==> src/rtl/alarm_beep_sequencer_if.sv <==
// Handshake bundle between the alarm sequencer and its neighbours.
//   alarm_trigger/snooze/dismiss : 1-cycle request pulses into the sequencer
//   alarm_active/tone_bus        : buzzer enable and tone word to the sound module
//   snoozing/busy/timed_out      : status back to the control logic
// master drives the requests (upstream logic / bench); slave is the sequencer.
interface alarm_beep_sequencer_if;
   logic        alarm_trigger;
   logic        snooze;
   logic        dismiss;
   logic        alarm_active;
   logic [23:0] tone_bus;
   logic        snoozing;
   logic        busy;
   logic        timed_out;

   modport master (
      output alarm_trigger, snooze, dismiss,
      input  alarm_active, tone_bus, snoozing, busy, timed_out
   );

   modport slave (
      input  alarm_trigger, snooze, dismiss,
      output alarm_active, tone_bus, snoozing, busy, timed_out
   );
endinterface

==> src/rtl/alarm_beep_sequencer.sv <==
// Alarm buzzer sequencer. Produces beep/gap bursts separated by pauses, raises
// the tone one level per completed burst (saturating at level 3), handles
// snooze and dismiss, and gives up after MAX_BURSTS bursts.
// Ports:
//   clk    : rising-edge clock
//   rst_n  : asynchronous active-low reset
//   bus    : slave side of alarm_beep_sequencer_if (requests in, buzzer/status out)
// All outputs are registered: they reflect the state entered on the last edge.
module alarm_beep_sequencer #(
   parameter int unsigned BEEP_ON_CYC  = 50_000_000,
   parameter int unsigned BEEP_OFF_CYC = 25_000_000,
   parameter int unsigned BEEPS        = 4,
   parameter int unsigned PAUSE_CYC    = 100_000_000,
   parameter int unsigned MAX_BURSTS   = 60,
   parameter int unsigned SNOOZE_CYC   = 32'hFFFF_FFFF,
   parameter int unsigned MAX_SNOOZE   = 3,
   parameter logic [23:0] TONE0        = 24'h000001,
   parameter logic [23:0] TONE1        = 24'h000003,
   parameter logic [23:0] TONE2        = 24'h000007,
   parameter logic [23:0] TONE3        = 24'h00000F
) (
   input  logic                  clk,
   input  logic                  rst_n,
   alarm_beep_sequencer_if.slave bus
);

   typedef enum logic [2:0] {IDLE, BEEP_ON, BEEP_OFF, PAUSE, SNOOZE} state_t;

   state_t      state;
   logic [31:0] phase;
   logic [31:0] term;
   logic [31:0] beep_cnt;
   logic [31:0] burst_cnt;
   logic [31:0] snooze_cnt;
   logic [1:0]  level;

   logic        active_q;
   logic [23:0] tone_q;
   logic        snoozing_q;
   logic        busy_q;
   logic        timed_out_q;

   assign bus.alarm_active = active_q;
   assign bus.tone_bus     = tone_q;
   assign bus.snoozing     = snoozing_q;
   assign bus.busy         = busy_q;
   assign bus.timed_out    = timed_out_q;

   function automatic logic [23:0] tone_of(input logic [1:0] lvl);
      case (lvl)
         2'd0:    return TONE0;
         2'd1:    return TONE1;
         2'd2:    return TONE2;
         default: return TONE3;
      endcase
   endfunction

   // Last phase value of the current state; the state exits on the edge
   // where phase sits at this value, so a state lasts exactly <param> cycles.
   always_comb begin
      term = '0;
      case (state)
         BEEP_ON:  term = BEEP_ON_CYC - 1;
         BEEP_OFF: term = BEEP_OFF_CYC - 1;
         PAUSE:    term = PAUSE_CYC - 1;
         SNOOZE:   term = SNOOZE_CYC - 1;
         default:  term = '0;
      endcase
   end

   always_ff @(posedge clk or negedge rst_n) begin
      if (!rst_n) begin
         state       <= IDLE;
         phase       <= '0;
         beep_cnt    <= '0;
         burst_cnt   <= '0;
         snooze_cnt  <= '0;
         level       <= '0;
         active_q    <= 1'b0;
         tone_q      <= '0;
         snoozing_q  <= 1'b0;
         busy_q      <= 1'b0;
         timed_out_q <= 1'b0;
      end else begin
         timed_out_q <= 1'b0;
         // Saturating phase count; every transition below reloads it to 0.
         if (phase != term) phase <= phase + 32'd1;

         case (state)
            IDLE: begin
               if (bus.alarm_trigger) begin
                  state      <= BEEP_ON;
                  phase      <= '0;
                  beep_cnt   <= '0;
                  burst_cnt  <= '0;
                  snooze_cnt <= '0;
                  level      <= '0;
                  active_q   <= 1'b1;
                  tone_q     <= TONE0;
                  snoozing_q <= 1'b0;
                  busy_q     <= 1'b1;
               end
            end

            default: begin
               // alarm_trigger is deliberately not looked at while busy.
               if (bus.dismiss) begin
                  state      <= IDLE;
                  phase      <= '0;
                  beep_cnt   <= '0;
                  burst_cnt  <= '0;
                  snooze_cnt <= '0;
                  level      <= '0;
                  active_q   <= 1'b0;
                  tone_q     <= '0;
                  snoozing_q <= 1'b0;
                  busy_q     <= 1'b0;
               end else if (bus.snooze && state != SNOOZE && snooze_cnt < MAX_SNOOZE) begin
                  state      <= SNOOZE;
                  phase      <= '0;
                  snooze_cnt <= snooze_cnt + 32'd1;
                  active_q   <= 1'b0;
                  tone_q     <= '0;
                  snoozing_q <= 1'b1;
               end else if (phase == term) begin
                  case (state)
                     BEEP_ON: begin
                        if (beep_cnt < BEEPS - 1) begin
                           state    <= BEEP_OFF;
                           phase    <= '0;
                           beep_cnt <= beep_cnt + 32'd1;
                           active_q <= 1'b0;
                           tone_q   <= '0;
                        end else if (burst_cnt + 32'd1 == MAX_BURSTS) begin
                           // Final burst done: give up and flag it.
                           state       <= IDLE;
                           phase       <= '0;
                           beep_cnt    <= '0;
                           burst_cnt   <= '0;
                           snooze_cnt  <= '0;
                           level       <= '0;
                           active_q    <= 1'b0;
                           tone_q      <= '0;
                           busy_q      <= 1'b0;
                           timed_out_q <= 1'b1;
                        end else begin
                           state     <= PAUSE;
                           phase     <= '0;
                           beep_cnt  <= '0;
                           burst_cnt <= burst_cnt + 32'd1;
                           level     <= (level == 2'd3) ? 2'd3 : level + 2'd1;
                           active_q  <= 1'b0;
                           tone_q    <= '0;
                        end
                     end
                     BEEP_OFF, PAUSE: begin
                        state    <= BEEP_ON;
                        phase    <= '0;
                        active_q <= 1'b1;
                        tone_q   <= tone_of(level);
                     end
                     SNOOZE: begin
                        // Wake up at the quietest tone; snooze budget persists.
                        state      <= BEEP_ON;
                        phase      <= '0;
                        beep_cnt   <= '0;
                        burst_cnt  <= '0;
                        level      <= '0;
                        active_q   <= 1'b1;
                        tone_q     <= TONE0;
                        snoozing_q <= 1'b0;
                     end
                     default: state <= IDLE;
                  endcase
               end
            end
         endcase
      end
   end

endmodule

==> src/flat_wrapper.sv <==
// flat-port wrapper written by rule: the top's interface ports become plain ports
module alarm_beep_sequencer_flat 
#(
   parameter int unsigned BEEP_ON_CYC  = 50_000_000,
   parameter int unsigned BEEP_OFF_CYC = 25_000_000,
   parameter int unsigned BEEPS        = 4,
   parameter int unsigned PAUSE_CYC    = 100_000_000,
   parameter int unsigned MAX_BURSTS   = 60,
   parameter int unsigned SNOOZE_CYC   = 32'hFFFF_FFFF,
   parameter int unsigned MAX_SNOOZE   = 3,
   parameter logic [23:0] TONE0        = 24'h000001,
   parameter logic [23:0] TONE1        = 24'h000003,
   parameter logic [23:0] TONE2        = 24'h000007,
   parameter logic [23:0] TONE3        = 24'h00000F
)
  (clk, rst_n, bus_alarm_trigger, bus_snooze, bus_dismiss, bus_alarm_active, bus_tone_bus, bus_snoozing, bus_busy, bus_timed_out);
  alarm_beep_sequencer_if bus_i ();
  input  logic clk;
  input  logic rst_n;
  input wire logic [$bits(bus_i.alarm_trigger)-1:0] bus_alarm_trigger;
  input wire logic [$bits(bus_i.snooze)-1:0] bus_snooze;
  input wire logic [$bits(bus_i.dismiss)-1:0] bus_dismiss;
  output wire logic [$bits(bus_i.alarm_active)-1:0] bus_alarm_active;
  output wire logic [$bits(bus_i.tone_bus)-1:0] bus_tone_bus;
  output wire logic [$bits(bus_i.snoozing)-1:0] bus_snoozing;
  output wire logic [$bits(bus_i.busy)-1:0] bus_busy;
  output wire logic [$bits(bus_i.timed_out)-1:0] bus_timed_out;
  assign bus_i.alarm_trigger = bus_alarm_trigger;
  assign bus_i.snooze = bus_snooze;
  assign bus_i.dismiss = bus_dismiss;
  assign bus_alarm_active = bus_i.alarm_active;
  assign bus_tone_bus = bus_i.tone_bus;
  assign bus_snoozing = bus_i.snoozing;
  assign bus_busy = bus_i.busy;
  assign bus_timed_out = bus_i.timed_out;
  alarm_beep_sequencer #(.BEEP_ON_CYC(BEEP_ON_CYC), .BEEP_OFF_CYC(BEEP_OFF_CYC), .BEEPS(BEEPS), .PAUSE_CYC(PAUSE_CYC), .MAX_BURSTS(MAX_BURSTS), .SNOOZE_CYC(SNOOZE_CYC), .MAX_SNOOZE(MAX_SNOOZE), .TONE0(TONE0), .TONE1(TONE1), .TONE2(TONE2), .TONE3(TONE3)) u_core (.clk(clk), .rst_n(rst_n), .bus(bus_i));
endmodule
==> config.mk <==
export PLATFORM = sky130hd
export DESIGN_NAME = alarm_beep_sequencer_flat
export DESIGN_NICKNAME = d
export VERILOG_FILES = /design/src/rtl/alarm_beep_sequencer_if.sv /design/src/rtl/alarm_beep_sequencer.sv /design/src/flat_wrapper.sv
export SDC_FILE = /design/constraint.sdc
export NUM_CORES = 1
export LEC_CHECK = 0
export ABC_AREA = 1
export BUFFER_PORTS_ARGS = -buffer_cell sky130_fd_sc_hd__clkbuf_2
export CORE_UTILIZATION = 25
export CTS_BUF_LIST = sky130_fd_sc_hd__clkbuf_4
export CTS_CLUSTER_DIAMETER = 50
export CTS_CLUSTER_SIZE = 14
export DETAILED_ROUTE_END_ITERATION = 10
export PLACE_DENSITY_LB_ADDON = 0.25
export REMOVE_ABC_BUFFERS = 1
export SETUP_SLACK_MARGIN = 0.05
export SYNTH_ARGS = -nofsm -noshare
export SYNTH_HDL_FRONTEND = slang
export SYNTH_SLANG_ARGS = --single-unit
==> constraint.sdc <==
create_clock -name clk -period 2.5 [get_ports clk]
set_input_delay 0.25 -clock clk [delete_from_list [all_inputs] [get_ports clk]]
set_output_delay 0.25 -clock clk [all_outputs]
set_load 0.02 [all_outputs]
==> Word level (Yosys, flattened, before mapping) <==
Index checks and enable logic that the tools add are counted.
{ "totals": {"regBits": 161, "input_bits": 5, "wordCells": 138} }
{ "classes": {"addsub": 5, "n_lt_le_gt_ge": 2, "n_eq_ne": 16, "mux": 79, "reduce_logical": 25} }
{ "ops": {"columns": ["op", "count"], "rows": [
  ["$mux W32", 26],
  ["$add A32 B1 Y32 const B", 4],
  ["$pmux W32 S2", 2],
  ["$pmux W32 S4", 1],
  ["$mux W24", 5],
  ["$pmux W24 S3", 1],
  ["$lt A32 B2 Y1 const B", 2],
  ["$eq A32 B32 Y1", 1],
  ["$eq A32 B6 Y1 const B", 1],
  ["$ne A32 B32 Y1", 1],
  ["$mux W1", 25],
  ["$reduce_bool A4 Y1", 5],
  ["$mux W2", 9],
  ["$mux W3", 6],
  ["$pmux W4 S3", 1],
  ["$reduce_and A5 Y1", 2],
  ["$ne A3 B3 Y1 const B", 3],
  ["$reduce_and A3 Y1", 3],
  ["$reduce_bool A3 Y1", 3],
  ["$eq A3 B2 Y1 const B", 2],
  ["$pmux W3 S2", 1],
  ["$reduce_and A6 Y1", 1],
  ["$reduce_bool A6 Y1", 1],
  ["$reduce_bool A5 Y1", 1],
  ["18 further kinds", 20]
]} }

==> Depth between registers and ports, before layout <==
Gate-level depths: netlist of run 1.
{ "depth": {"depth_word": 9, "mapped_depth": 18, "ltp_nobuf": 16} }

==> Worst setup path after synthesis of run 1 <==
OpenSTA, ideal clock, no wires.
{ "synth_path": {"kind": "register -> register", "start": "register u_core.burst_cnt[0]", "end": "register u_core.snooze_cnt[10]", "setup_ps": 126, "t_arrival_ps": 2037, "slack_ps": 337, "stages_incl_launch_ff": 16, "period_less_slack_ps": 2163, "path_cell_list": "dfrtp_1 -> ha_1 -> inv_1 -> nor2_1 -> nand2_1 -> nor2_2 -> nand2_1 -> nand2_1 -> nand2_1 -> nor2_1 -> nand2_1 -> nor2_1 -> nand3_1 -> nand2_1 -> buf_4 -> a21oi_1"} }
{ "synth_via": {"elab_chain_cells": 4} }
{ "synth_rtl": {"columns": ["item", "line", "text"], "rows": [
  ["start: declaration", "alarm_beep_sequencer.sv:33", "logic [31:0] burst_cnt;"],
  ["start signal: assignment", "alarm_beep_sequencer.sv:150", "burst_cnt <= burst_cnt + 32'd1;"],
  ["$add A32 B1 Y32", "alarm_beep_sequencer.sv:134", "end else if (burst_cnt + 32'd1 == MAX_BURSTS) begin"],
  ["$eq A32 B6 Y1", "alarm_beep_sequencer.sv:134", null],
  ["$reduce_bool A4 Y1 (no line)", null, null],
  ["$reduce_and A5 Y1 (no line)", null, null],
  ["end signal: assignment", "alarm_beep_sequencer.sv:121", "snooze_cnt <= snooze_cnt + 32'd1;"],
  ["end: declaration", "alarm_beep_sequencer.sv:34", "logic [31:0] snooze_cnt;"]
]} }
Every way passes these cells.
A chain may end at the register's enable or synchronous reset.

==> Final worst setup path of run 1 <==
{ "layout_path": {"start": "register u_core.state[0]", "end": "register u_core.burst_cnt[28]"} }
{ "layout_via": {"elab_chain_cells": 6, "elab_cells_between_ends": 21} }
{ "layout_rtl": {"columns": ["item", "line", "text"], "rows": [
  ["start: declaration", "alarm_beep_sequencer.sv:29", "state_t state;"],
  ["start signal: assignment", "alarm_beep_sequencer.sv:73", "state <= IDLE;"],
  ["start signal: assignment", "alarm_beep_sequencer.sv:92", "state <= BEEP_ON;"],
  ["start signal: assignment", "alarm_beep_sequencer.sv:108", "state <= IDLE;"],
  ["parallel branches: the longest is 6 deep, another holds $pmux W32 S4", null, null]
]} }
Several ways; the timed one is not identified. The select of a mux whose other input is x is not followed.

==> results.sh, run 1 <==
export IMPL_synth_area_leaders="dfrtp_1 (44%), nand2_1 (17%), inv_1 (7.1%)"
export IMPL_multi_input_area_mm2=0.00395
export IMPL_synth_ff_type="dfrtp_1"
export IMPL_pwr_share_seq_pct=32.4
export IMPL_p_leak_nw=4.90
export IMPL_cp_max_fo=8
export IMPL_num_vias=7311
export IMPL_power_share_combinational_pct=49.6
export IMPL_cp_end_kind="register"
export IMPL_hold_viol=0
export IMPL_grt_pass1_vias=6817
export IMPL_synth_top_family_by_area="simple AND/OR/NAND/NOR gates"
export IMPL_rsz0062_at_grt="true"
export IMPL_grt_total_usage_pct=13.1
export IMPL_syn_avg_cell_area_um2=7.13
export IMPL_start_util_pct=25.4
export IMPL_grt_max_degree=69
export IMPL_die_height_um=181
export IMPL_slew_violations=0
export IMPL_place_congestion=0.872
export IMPL_overflow=0
export IMPL_worstPathCellList="nor2_4 -> nand2_4 -> clkbuf_16 -> nand2_2 -> nor2_1 -> o21ai_1 -> inv_1 -> nor2_1 -> nand3_2 -> nand2_2 -> nand3_4 -> inv_8 -> nand2_8 -> clkbuf_16 -> nand2_1 -> o21ai_1"
export IMPL_synth_edff_count=0
export IMPL_drt_iter0_drc=558
export IMPL_yosys_area_share_simple_pct=35.4
export IMPL_core_area_mm2=0.0316
export IMPL_run_status="finished clean"
export IMPL_netlist_area_mm2=0.00801
export IMPL_seq_area_mm2=0.00354
export IMPL_min_path_type="input port to register"
export IMPL_crit_family="simple AND/OR/NAND/NOR gates"
export IMPL_yosys_warnings=0
export IMPL_synthAdderAreaFrac_pct=0.625
export IMPL_antenna_left=0
export IMPL_drtPass1Iterations=5
export IMPL_cts_path_max_buffers=2
export IMPL_synth_xor_area_share_pct=2.41
export IMPL_antenna_found_initial=1
export IMPL_finClkSkew_ps=36.1
export IMPL_fin_hold_ws_ps=66.6
export IMPL_ys_seq_area_share_pct=44.0
export IMPL_cts_clk_slew_worst_paths_ps=140
export IMPL_ys_types=39
export IMPL_yosysMostFrequentCell="nand2_1"
export IMPL_ir_drop_v=0.000442
export IMPL_clkSinkCount=141
export IMPL_crit_path_top_delay_cell="dfrtp_2"
export IMPL_power_density_mw_per_mm2=821
export IMPL_p_int_mw=4.43
export IMPL_grt_first_pass_wirelength_um=34400
export IMPL_critPathArrivalTime_ps=2910
export IMPL_cap_violations=0
export IMPL_nNetsFinal=1218
export IMPL_place_hpwl_um=15000
export IMPL_critPathKind="register to register"
export IMPL_num_rows=65
export IMPL_fmax_mhz=412
export IMPL_cts_htree_levels=4
export IMPL_syn_inst=1123
export IMPL_drive_gt1_share_pct=16.6
export IMPL_cts_tree="yes"
export IMPL_port_buffers=12
export IMPL_yosys_area_top_type="dfrtp_1"
export IMPL_fin_crit_sh_pct=97.0
export IMPL_cp_num_buf_inv=4
export IMPL_p_clk_share_pct=18.0
export IMPL_switchingPower_mw=3.59
export IMPL_synth_top_area_share_pct=44.0
export IMPL_synth_compound_area_share_pct=6.34
export IMPL_die_x_um=181
export IMPL_netlist_top_cells_count="nand2_1 (360), inv_1 (151), dfrtp_1 (141)"
export IMPL_required_ps=2990
export IMPL_period_minus_slack_ps=2430
export IMPL_area_delta_synth_final_pct=21.9
export IMPL_slowest_delay_ps=480
export IMPL_async_flop_share_pct=100
export IMPL_yosys_register_bits=141
export IMPL_wl_per_cell_um=13.9
export IMPL_drc_errors=0
export IMPL_boundaryPins=33
export IMPL_clkLatencyLatePin_ps=600
export IMPL_setup_violations=0
export IMPL_synthMuxAreaShare_pct=0.125
export IMPL_via_per_inst=4.50
export IMPL_netSwitchingFraction_pct=44.8
export IMPL_wirelength_um=22600
export IMPL_root_buffer="clkbuf_4"
export IMPL_final_util_pct=31.0
export IMPL_n_fill_cell=3457
export IMPL_worst_setup_path_start_kind="register"
export IMPL_die_area_mm2=0.0328
export IMPL_cts_buffers=17
==> routing by layer <==
metal / global-route usage (%) / part of all wire, % / vias to the layer above
li1: - / - / 3693
met1: 17.6 / 48 / 3443
met2: 21.3 / 47 / 145
met3: 2.54 / 3.3 / 30
met4: 3.69 / 1.7 / 0
met5: 0 / 0 / -
==> path summary, 6_finish.rpt <==
check | cells past startpoint | slack, ps | endpoint | startpoint
worst max-delay path | 16 | 70 | u_core.burst_cnt[28] | u_core.state[0]
worst min-delay path | 4 | 70 | u_core.snooze_cnt[0] | bus_dismiss
worst max register to register | 16 | 70 | u_core.burst_cnt[28] | u_core.state[0]
worst min register to register | 2 | 480 | u_core.beep_cnt[6] | u_core.beep_cnt[6]
max in group asynchronous | 3 | 1630 | u_core.state[0] | rst_n
min in group asynchronous | 2 | 110 | u_core.burst_cnt[19] | rst_n
==> power groups by stage <==
stage               registers, mW  clock network [mW]  logic (mW)
floorplan                    2.62                   0        1.56
global placement             2.62                   0        2.63
detailed placement           2.62                   0        2.63
CTS                          2.58                1.51        2.65
global route                 2.62                1.60        4.31
finish                       2.60                1.44        3.98
==> layout make-up <==
type                    count  share of cell area [%]
repair buffers             92                    9.50
flip-flops and latches    141                    36.2
inverters                 154                    6.06
clock buffers              17                    1.31
well taps                 402                    5.15
clock inverters            15                    1.27
diodes                      1                  0.0256
multi-input cells         803                    40.5
==> tightest hold or removal path, stage by stage <==
cell      delay (ps)
clkbuf_2         150
inv_1             90
nand4_1           90
nand2_1           50
==> placed cells by master, fill, tap and decap left out, drive strengths merged <==
master | netlist | final
nand2 | 364 | 365
inv | 153 | 161
nor2 | 142 | 142
dfrtp | 141 | 141
buf | 39 | 71
nand3 | 66 | 66
o21ai | 47 | 47
clkbuf | 6 | 37
nand4 | 33 | 33
a21oi | 29 | 29
nor3 | 23 | 23
conb | 1 | 20
nand3b | 19 | 19
xor2 | 16 | 16
nor4 | 11 | 11
a21boi | 9 | 9
xnor2 | 6 | 6
clkinvlp | 0 | 4
ha | 4 | 4
clkinv | 1 | 4
and3 | 2 | 2
nor4b | 2 | 2
a31oi | 2 | 2
o211ai | 2 | 2
diode | 0 | 1
a211oi | 1 | 1
o211a | 1 | 1
or2 | 1 | 1
mux2i | 1 | 1
a22oi | 1 | 1
dlygate4sd3 | 0 | 1
==> cells by family (layout without fill, tap and decap cells) <==
group                      Yosys count  count (layout)
and+or+nand+nor                    663             664
buffers and inverters              199             278
muxes                                1               1
AOI/OAI and AO/OA                   92              92
DFF                                141             141
xor gates and xnor gates            22              22
other                                1              21
adders and majority gates            4               4
==> metrics by stage <==
| step | TNS [ps] | cell area [µm²] | setup WS (ps) | cells | total power, mW |
|---|---|---|---|---|---|
| after CTS | 0 | 9070 | 42.4 | 1592 | 6.74 |
| after global placement | 0 | 8780 | 28.9 | 1559 | 5.25 |
| after detailed placement | 0 | 8780 | 11.2 | 1559 | 5.25 |
| final | 0 | 9770 | 74.4 | 1625 | 8.02 |
| after floorplan | -78150 | 7780 | -1220 | 1097 | 4.18 |
| after global routing | -55.0 | 9770 | -11.8 | 1625 | 8.53 |
==> what timing repair did <==
item / in CTS / in global routing
hold endpoints to repair: 132 / 0
setup endpoints to repair: 71 / 99
pin swaps: 1 / 20
gates resized for setup: 7 / 84
gates cloned: 0 / 15
hold buffers: 1 / 0
buffers inserted: 0 / 17
==> state kept, by name, indices dropped and copies added, names as in the netlist <==
| signal | cells |
|---|---|
| u_core.beep_cnt | 32 |
| u_core.bus.busy | 1 |
| u_core.state | 3 |
| u_core.bus.snoozing | 1 |
| u_core.snooze_cnt | 32 |
| u_core.phase | 32 |
| u_core.bus.timed_out | 1 |
| u_core.level | 2 |
| u_core.bus.alarm_active | 1 |
| u_core.bus.tone_bus | 4 |
| u_core.burst_cnt | 32 |
Power figures use the tool's default switching activity.
==> run 2, diff against run 1 <==
Settings changed: CAP_MARGIN set to 20, CTS_BUF_LIST sky130_fd_sc_hd__clkbuf_4 to not set.
==> run 2 against run 1 <==
Clock-buffer cell count is 1 higher. Final cell count fell by 0.49%. Non-clock buffer count down 7. Register-to-register slack gained 60 ps. Critical path type unchanged. Largest cell class unchanged. Highest routed layer unchanged.
==> results.sh, run 2 (synthesis gave the netlist of run 1 again) <==
export IMPL_run_status="finished clean"
export IMPL_cap_violations=0
export IMPL_critPathKind="register to register"
export IMPL_place_hpwl_um=15000
export IMPL_finClkSkew_ps=11.6
export IMPL_grt_pass1_vias=6849
export IMPL_layout_cells_non_filler=1617
export IMPL_die_area_mm2=0.0328
export IMPL_crit_family="simple AND/OR/NAND/NOR gates"
export IMPL_cp_common_cell="nand2_2"
export IMPL_mostFrequentLayoutCells="nand2_1 (343), inv_1 (149), dfrtp_1 (133)"
export IMPL_grt_max_degree=69
export IMPL_required_ps=2820
export IMPL_hold_viol=0
export IMPL_slew_violations=0
export IMPL_drc_errors=0
export IMPL_fmax_mhz=424
export IMPL_worstPathCellList="buf_6 -> inv_1 -> nand2_2 -> nand2_2 -> nand2_2 -> inv_2 -> nand2_1 -> o21ai_2 -> nand2_1 -> nor2_1 -> nand3_2 -> nand2_2 -> nand3_4 -> inv_4 -> nand2_8 -> clkbuf_16 -> nand2_1 -> o21ai_2"
export IMPL_cts_clk_slew_worst_paths_ps=60
export IMPL_area_delta_synth_final_pct=23.4
export IMPL_num_rows=65
export IMPL_cp_num_buf_inv=5
export IMPL_cts_htree_levels=4
export IMPL_antenna_left=0
export IMPL_die_x_um=181
export IMPL_fin_hold_ws_ps=227
export IMPL_root_buffer="clkbuf_16"
export IMPL_clkLatencyLatePin_ps=440
export IMPL_grt_total_usage_pct=13.1
export IMPL_n_fill_cell=3440
export IMPL_p_total_mw=8.68
export IMPL_dpl_cell_count=1559
export IMPL_cp_max_fo=9
export IMPL_wirelength_um=22200
export IMPL_drt_iter0_drc=506
export IMPL_p_leak_nw=4.94
export IMPL_via_per_inst=4.49
export IMPL_crit_path_top_delay_cell="dfrtp_2"
export IMPL_cts_buffers=17
export IMPL_setup_tns_final_ps=0
export IMPL_port_buffers=12
export IMPL_critPathArrivalTime_ps=2690
export IMPL_rsz0062_at_grt="true"
export IMPL_start_util_pct=25.4
export IMPL_wl_per_cell_um=13.7
export IMPL_min_path_type="input port to register"
export IMPL_cp_end_kind="register"
export IMPL_ir_drop_v=0.000616
export IMPL_grt_first_pass_wirelength_um=34300
export IMPL_slowest_delay_ps=450
export IMPL_die_height_um=181
export IMPL_period_minus_slack_ps=2360
export IMPL_clkSinkCount=141
export IMPL_core_area_mm2=0.0316
export IMPL_drtPass1Iterations=5
export IMPL_setup_violations=0
export IMPL_num_vias=7260
export IMPL_cts_tree="yes"
export IMPL_power_density_mw_per_mm2=879
export IMPL_final_common_cell="nand2_1"
export IMPL_worst_setup_path_start_kind="register"
export IMPL_antenna_found_initial=1
export IMPL_cts_path_max_buffers=2
export IMPL_drive_gt1_share_pct=15.3
export IMPL_overflow=0
export IMPL_fin_crit_sh_pct=94.4
export IMPL_place_congestion=0.872
export IMPL_final_util_pct=31.3
export IMPL_boundaryPins=33
export IMPL_nNetsFinal=1210
==> run 2: final timing paths <==
check | startpoint | endpoint | slack, ps | cells past startpoint
worst max register to register | u_core.state[1] | u_core.level[1] | 140 | 18
min in group asynchronous | rst_n | u_core.beep_cnt[7] | 280 | 2
worst max-delay path | u_core.state[1] | u_core.level[1] | 140 | 18
worst min register to register | u_core.beep_cnt[6] | u_core.beep_cnt[6] | 470 | 2
max in group asynchronous | rst_n | u_core.burst_cnt[2] | 1460 | 3
worst min-delay path | bus_dismiss | u_core.snooze_cnt[0] | 230 | 4
==> run 2: layout make-up <==
type                    count  area (µm²)  area share, %
diodes                      1        2.50         0.0253
multi-input cells         802        3870           39.2
clock buffers              18         439           4.44
inverters                 154         584           5.91
well taps                 402         503           5.09
flip-flops and latches    141        3540           35.8
repair buffers             85         821           8.31
clock inverters            14         120           1.22
==> run 2: routing by layer <==
metal	vias up	routed length (µm)	global-route usage, %
li1	3679	-	-
met1	3435	10700	17.6
met2	119	10300	21.1
met3	27	675	2.36
met4	0	440	4.98
met5	-	0	0
==> run 2: repair_timing <==
action | 4_1_cts | 5_1_grt
pin swaps | 0 | 21
hold buffers | 1 | 0
cloned | 0 | 10
endpoints found under the setup margin | 65 | 87
gates resized for setup | 7 | 61
hold endpoints to repair | 32 | 0
setup buffers | 0 | 14
==> run 2: worst reg2reg max path, stage by stage, from the launching register on <==
cell and delay [ps]:
dfrtp_2 450, buf_6 140, inv_1 60, nand2_2 60
nand2_2 110, nand2_2 80, inv_2 90, nand2_1 70
o21ai_2 60, nand2_1 70, nor2_1 120, nand3_2 150
nand2_2 150, nand3_4 90, inv_4 90, nand2_8 110
clkbuf_16 210, nand2_1 70, o21ai_2 50
==> run 2: per-stage QoR <==
stage / area, µm² / setup WS, ps
finish: 9880 / 139
global route: 9880 / -22.8
CTS: 9370 / 68.3
detailed placement: 8780 / 11.2
global placement: 8780 / 28.9
floorplan: 7780 / -1220
==> run 2: report_power, final <==
| group | total, mW | switching [mW] | internal [mW] |
|---|---|---|---|
| clock | 2.46 | 1.13 | 1.33 |
| sequential | 2.60 | 0.164 | 2.44 |
| combinational | 3.62 | 2.25 | 1.37 |
==> run 3, diff against run 2 <==
--- a/config.mk
+++ b/config.mk
@@ -6,5 +6,4 @@
 export NUM_CORES = 1
 export LEC_CHECK = 0
-export ABC_AREA = 1
 export BUFFER_PORTS_ARGS = -buffer_cell sky130_fd_sc_hd__clkbuf_2
 export CAP_MARGIN = 20
==> constraint.sdc (replaced) <==
create_clock -name clk -period 2.5 [get_ports clk]
set_input_delay 0.75 -clock clk [delete_from_list [all_inputs] [get_ports clk]]
set_output_delay 0.75 -clock clk [all_outputs]
set_load 0.02 [all_outputs]
==> run 3 against run 2 <==
The flow now finishes with violations (DRC, setup timing). Critical path depth decreased by 7. Area after synthesis decreased by 1.9%. Setup slack got worse by 700 ps. Clock-buffer cell count decreased by 1. First-iteration DRC count decreased by 15%. Non-clock buffer count increased by 211. Clock power increased by 9.8%. Critical path type unchanged. Critical endpoint is now u_core.burst_cnt[22].
==> results.sh, run 3 <==
export IMPL_place_congestion=0.833
export IMPL_place_ws_ps=-761
export IMPL_grt_max_degree=52
export IMPL_cts_tree="yes"
export IMPL_endpoint="u_core.burst_cnt[22]"
export IMPL_fin_crit_sh_pct=122
export IMPL_cap_violations=0
export IMPL_start_util_pct=25.6
export IMPL_clkLatencyLatePin_ps=440
export IMPL_crit_path_top_delay_cell="or4_4"
export IMPL_cp_end_kind="register"
export IMPL_drt_iter0_drc=430
export IMPL_drc_errors=7
export IMPL_finClkSkew_ps=14.8
export IMPL_fin_area_mm2=0.0126
export IMPL_hold_viol=0
export IMPL_die_area_mm2=0.0322
export IMPL_antenna_left=0
export IMPL_min_path_type="input port to async pin"
export IMPL_cp_max_fo=6
export IMPL_nNetsFinal=1167
export IMPL_async_flop_share_pct=100
export IMPL_grt_first_pass_wirelength_um=40900
export IMPL_final_common_cell="buf_4"
export IMPL_reg2reg_setup_slack_ps=-560
export IMPL_critPathKind="register to register"
export IMPL_drive_gt1_share_pct=45.6
export IMPL_ys_seq_area_share_pct=44.9
export IMPL_syn_avg_cell_area_um2=8.80
export IMPL_reg2reg_to="u_core.burst_cnt[22]"
export IMPL_synth_edff_count=0
export IMPL_area_delta_synth_final_pct=60.6
export IMPL_critPathArrivalTime_ps=3370
export IMPL_num_rows=64
export IMPL_run_status="complete, but fails checks"
export IMPL_wirelength_um=25200
export IMPL_rsz0062_at_grt="true"
export IMPL_drtPass1Iterations=7
export IMPL_core_area_mm2=0.0307
export IMPL_clkSinkCount=141
export IMPL_setup_tns_final_ps=-48530
export IMPL_wl_per_cell_um=16.1
export IMPL_cp_common_cell="buf_6"
export IMPL_num_vias=7609
export IMPL_startpoint="u_core.burst_cnt[3]"
export IMPL_crit_family="simple AND/OR/NAND/NOR gates"
export IMPL_cts_buffers=17
export IMPL_place_area_mm2=0.00995
export IMPL_cts_hold_buf=0
export IMPL_period_minus_slack_ps=3060
export IMPL_n_antenna_cell=0
export IMPL_die_x_um=179
export IMPL_netlist_top_cells_count="dfrtp_1 (141), nand2_1 (90), nor2_1 (90)"
export IMPL_via_per_inst=4.86
export IMPL_root_buffer="clkbuf_16"
export IMPL_die_height_um=179
export IMPL_multi_input_area_mm2=0.00524
export IMPL_boundaryPins=33
export IMPL_rr_startpoint="u_core.burst_cnt[3]"
export IMPL_cp_num_buf_inv=3
export IMPL_cts_path_max_buffers=2
export IMPL_power_density_mw_per_mm2=824
export IMPL_reg2reg_depth=11
export IMPL_netlist_area_mm2=0.00786
export IMPL_fin_hold_ws_ps=280
export IMPL_slowest_delay_ps=570
export IMPL_slew_violations=0
export IMPL_gr_usage_met1_pct=22.1
export IMPL_cts_clk_slew_worst_paths_ps=70
export IMPL_n_fill_cell=2992
export IMPL_ys_types=70
export IMPL_path_depth=11
export IMPL_worstPathCellList="nand4_1 -> or4_4 -> buf_6 -> or4_4 -> a21oi_2 -> nand4_1 -> o31ai_4 -> buf_6 -> nor2_4 -> buf_6 -> a221o_1"
export IMPL_violations="DRC, setup timing"
export IMPL_p_leak_nw=5.46
export IMPL_port_buffers=12
export IMPL_grt_busiest_layer="met2"
export IMPL_setup_slack_ps=-561
export IMPL_place_hpwl_um=16500
export IMPL_grt_total_usage_pct=16.3
export IMPL_yosys_warnings=0
export IMPL_max_slew_worst_pin_slew_ps=1010
export IMPL_slew_limit_headroom_pct=32.2
export IMPL_mostFrequentLayoutCells="buf_4 (218), dfrtp_1 (138), nand2_1 (78)"
export IMPL_worst_setup_path_start_kind="register"
export IMPL_p_total_mw=10.4
export IMPL_overflow=0
export IMPL_yosysMostFrequentCell="dfrtp_1"
export IMPL_grt_pass1_vias=7605
export IMPL_antenna_found_initial=0
export IMPL_syn_inst=893
export IMPL_synth_area_leaders="dfrtp_1 (45%), nand2_1 (4.3%), nor2_1 (4.3%)"
export IMPL_synth_ff_type="dfrtp_1"
export IMPL_use_met3_pct=3.10
export IMPL_synth_top_area_share_pct=44.9
export IMPL_seq_area_mm2=0.00353
export IMPL_yosys_register_bits=141
export IMPL_setup_violations=140
export IMPL_fmax_mhz=327
export IMPL_required_ps=2810
export IMPL_cts_htree_levels=4
export IMPL_yosys_area_top_type="dfrtp_1"
export IMPL_ir_drop_v=0.000624
export IMPL_use_met2_pct=26.3
## run 3: worst min-delay path by stage
stage | endpoint | slack, ps
after global routing | u_core.burst_cnt[3] | 310
after CTS | u_core.burst_cnt[3] | 290
final | u_core.burst_cnt[3] | 280
after floorplan | u_core.beep_cnt[0] | 450
after global placement | u_core.snooze_cnt[23] | 470
after detailed placement | u_core.beep_cnt[29] | 470
## run 3: logic make-up after synthesis
family,count (synthesis),share of synthesized area [%]
muxes,6,0.812
buffers and inverters,85,5.14
AOI/OAI and AO/OA,176,14.9
adders and majority gates,5,0.764
DFF,141,44.9
xor gates and xnor gates,34,3.79
other,1,0.0477
and+or+nand+nor,445,29.7
## run 3: per-layer routing
metal | share of wire [%] | wire [µm] | vias up
met5 | 0 | 0 | -
met3 | 2.6 | 644 | 25
met4 | 1.6 | 405 | 0
met2 | 48 | 12100 | 97
met1 | 48 | 12000 | 3756
li1 | - | - | 3731
## run 3: layout make-up
cell class                      instances  area share, %
Clock buffer                           17           3.37
Clock inverter                         14           1.47
Timing Repair Buffer                  296           21.3
Inverter                               15          0.446
Tap cell                              396           3.93
Sequential cell                       141           28.0
Multi-Input combinational cell        687           41.5
## run 3: through the flow
stage	utilization [%]	std cells
finish	41.1	1566
global route	41.1	1566
CTS	38.5	1550
detailed placement	32.4	1475
global placement	32.4	1475
floorplan	-	842
## run 3: what timing repair did
action	4_1_cts	5_1_grt
endpoints found under the setup margin	141	141
resized for setup	205	164
pin swaps	87	87
gates cloned	8	4
setup buffers	36	21
## run 3: power breakdown
group	leakage (nW)	switching [mW]	total [mW]	internal [mW]
Sequential	1.95	0.110	2.51	2.40
Clock	0.289	1.12	2.70	1.59
Combinational	3.22	2.65	5.19	2.54
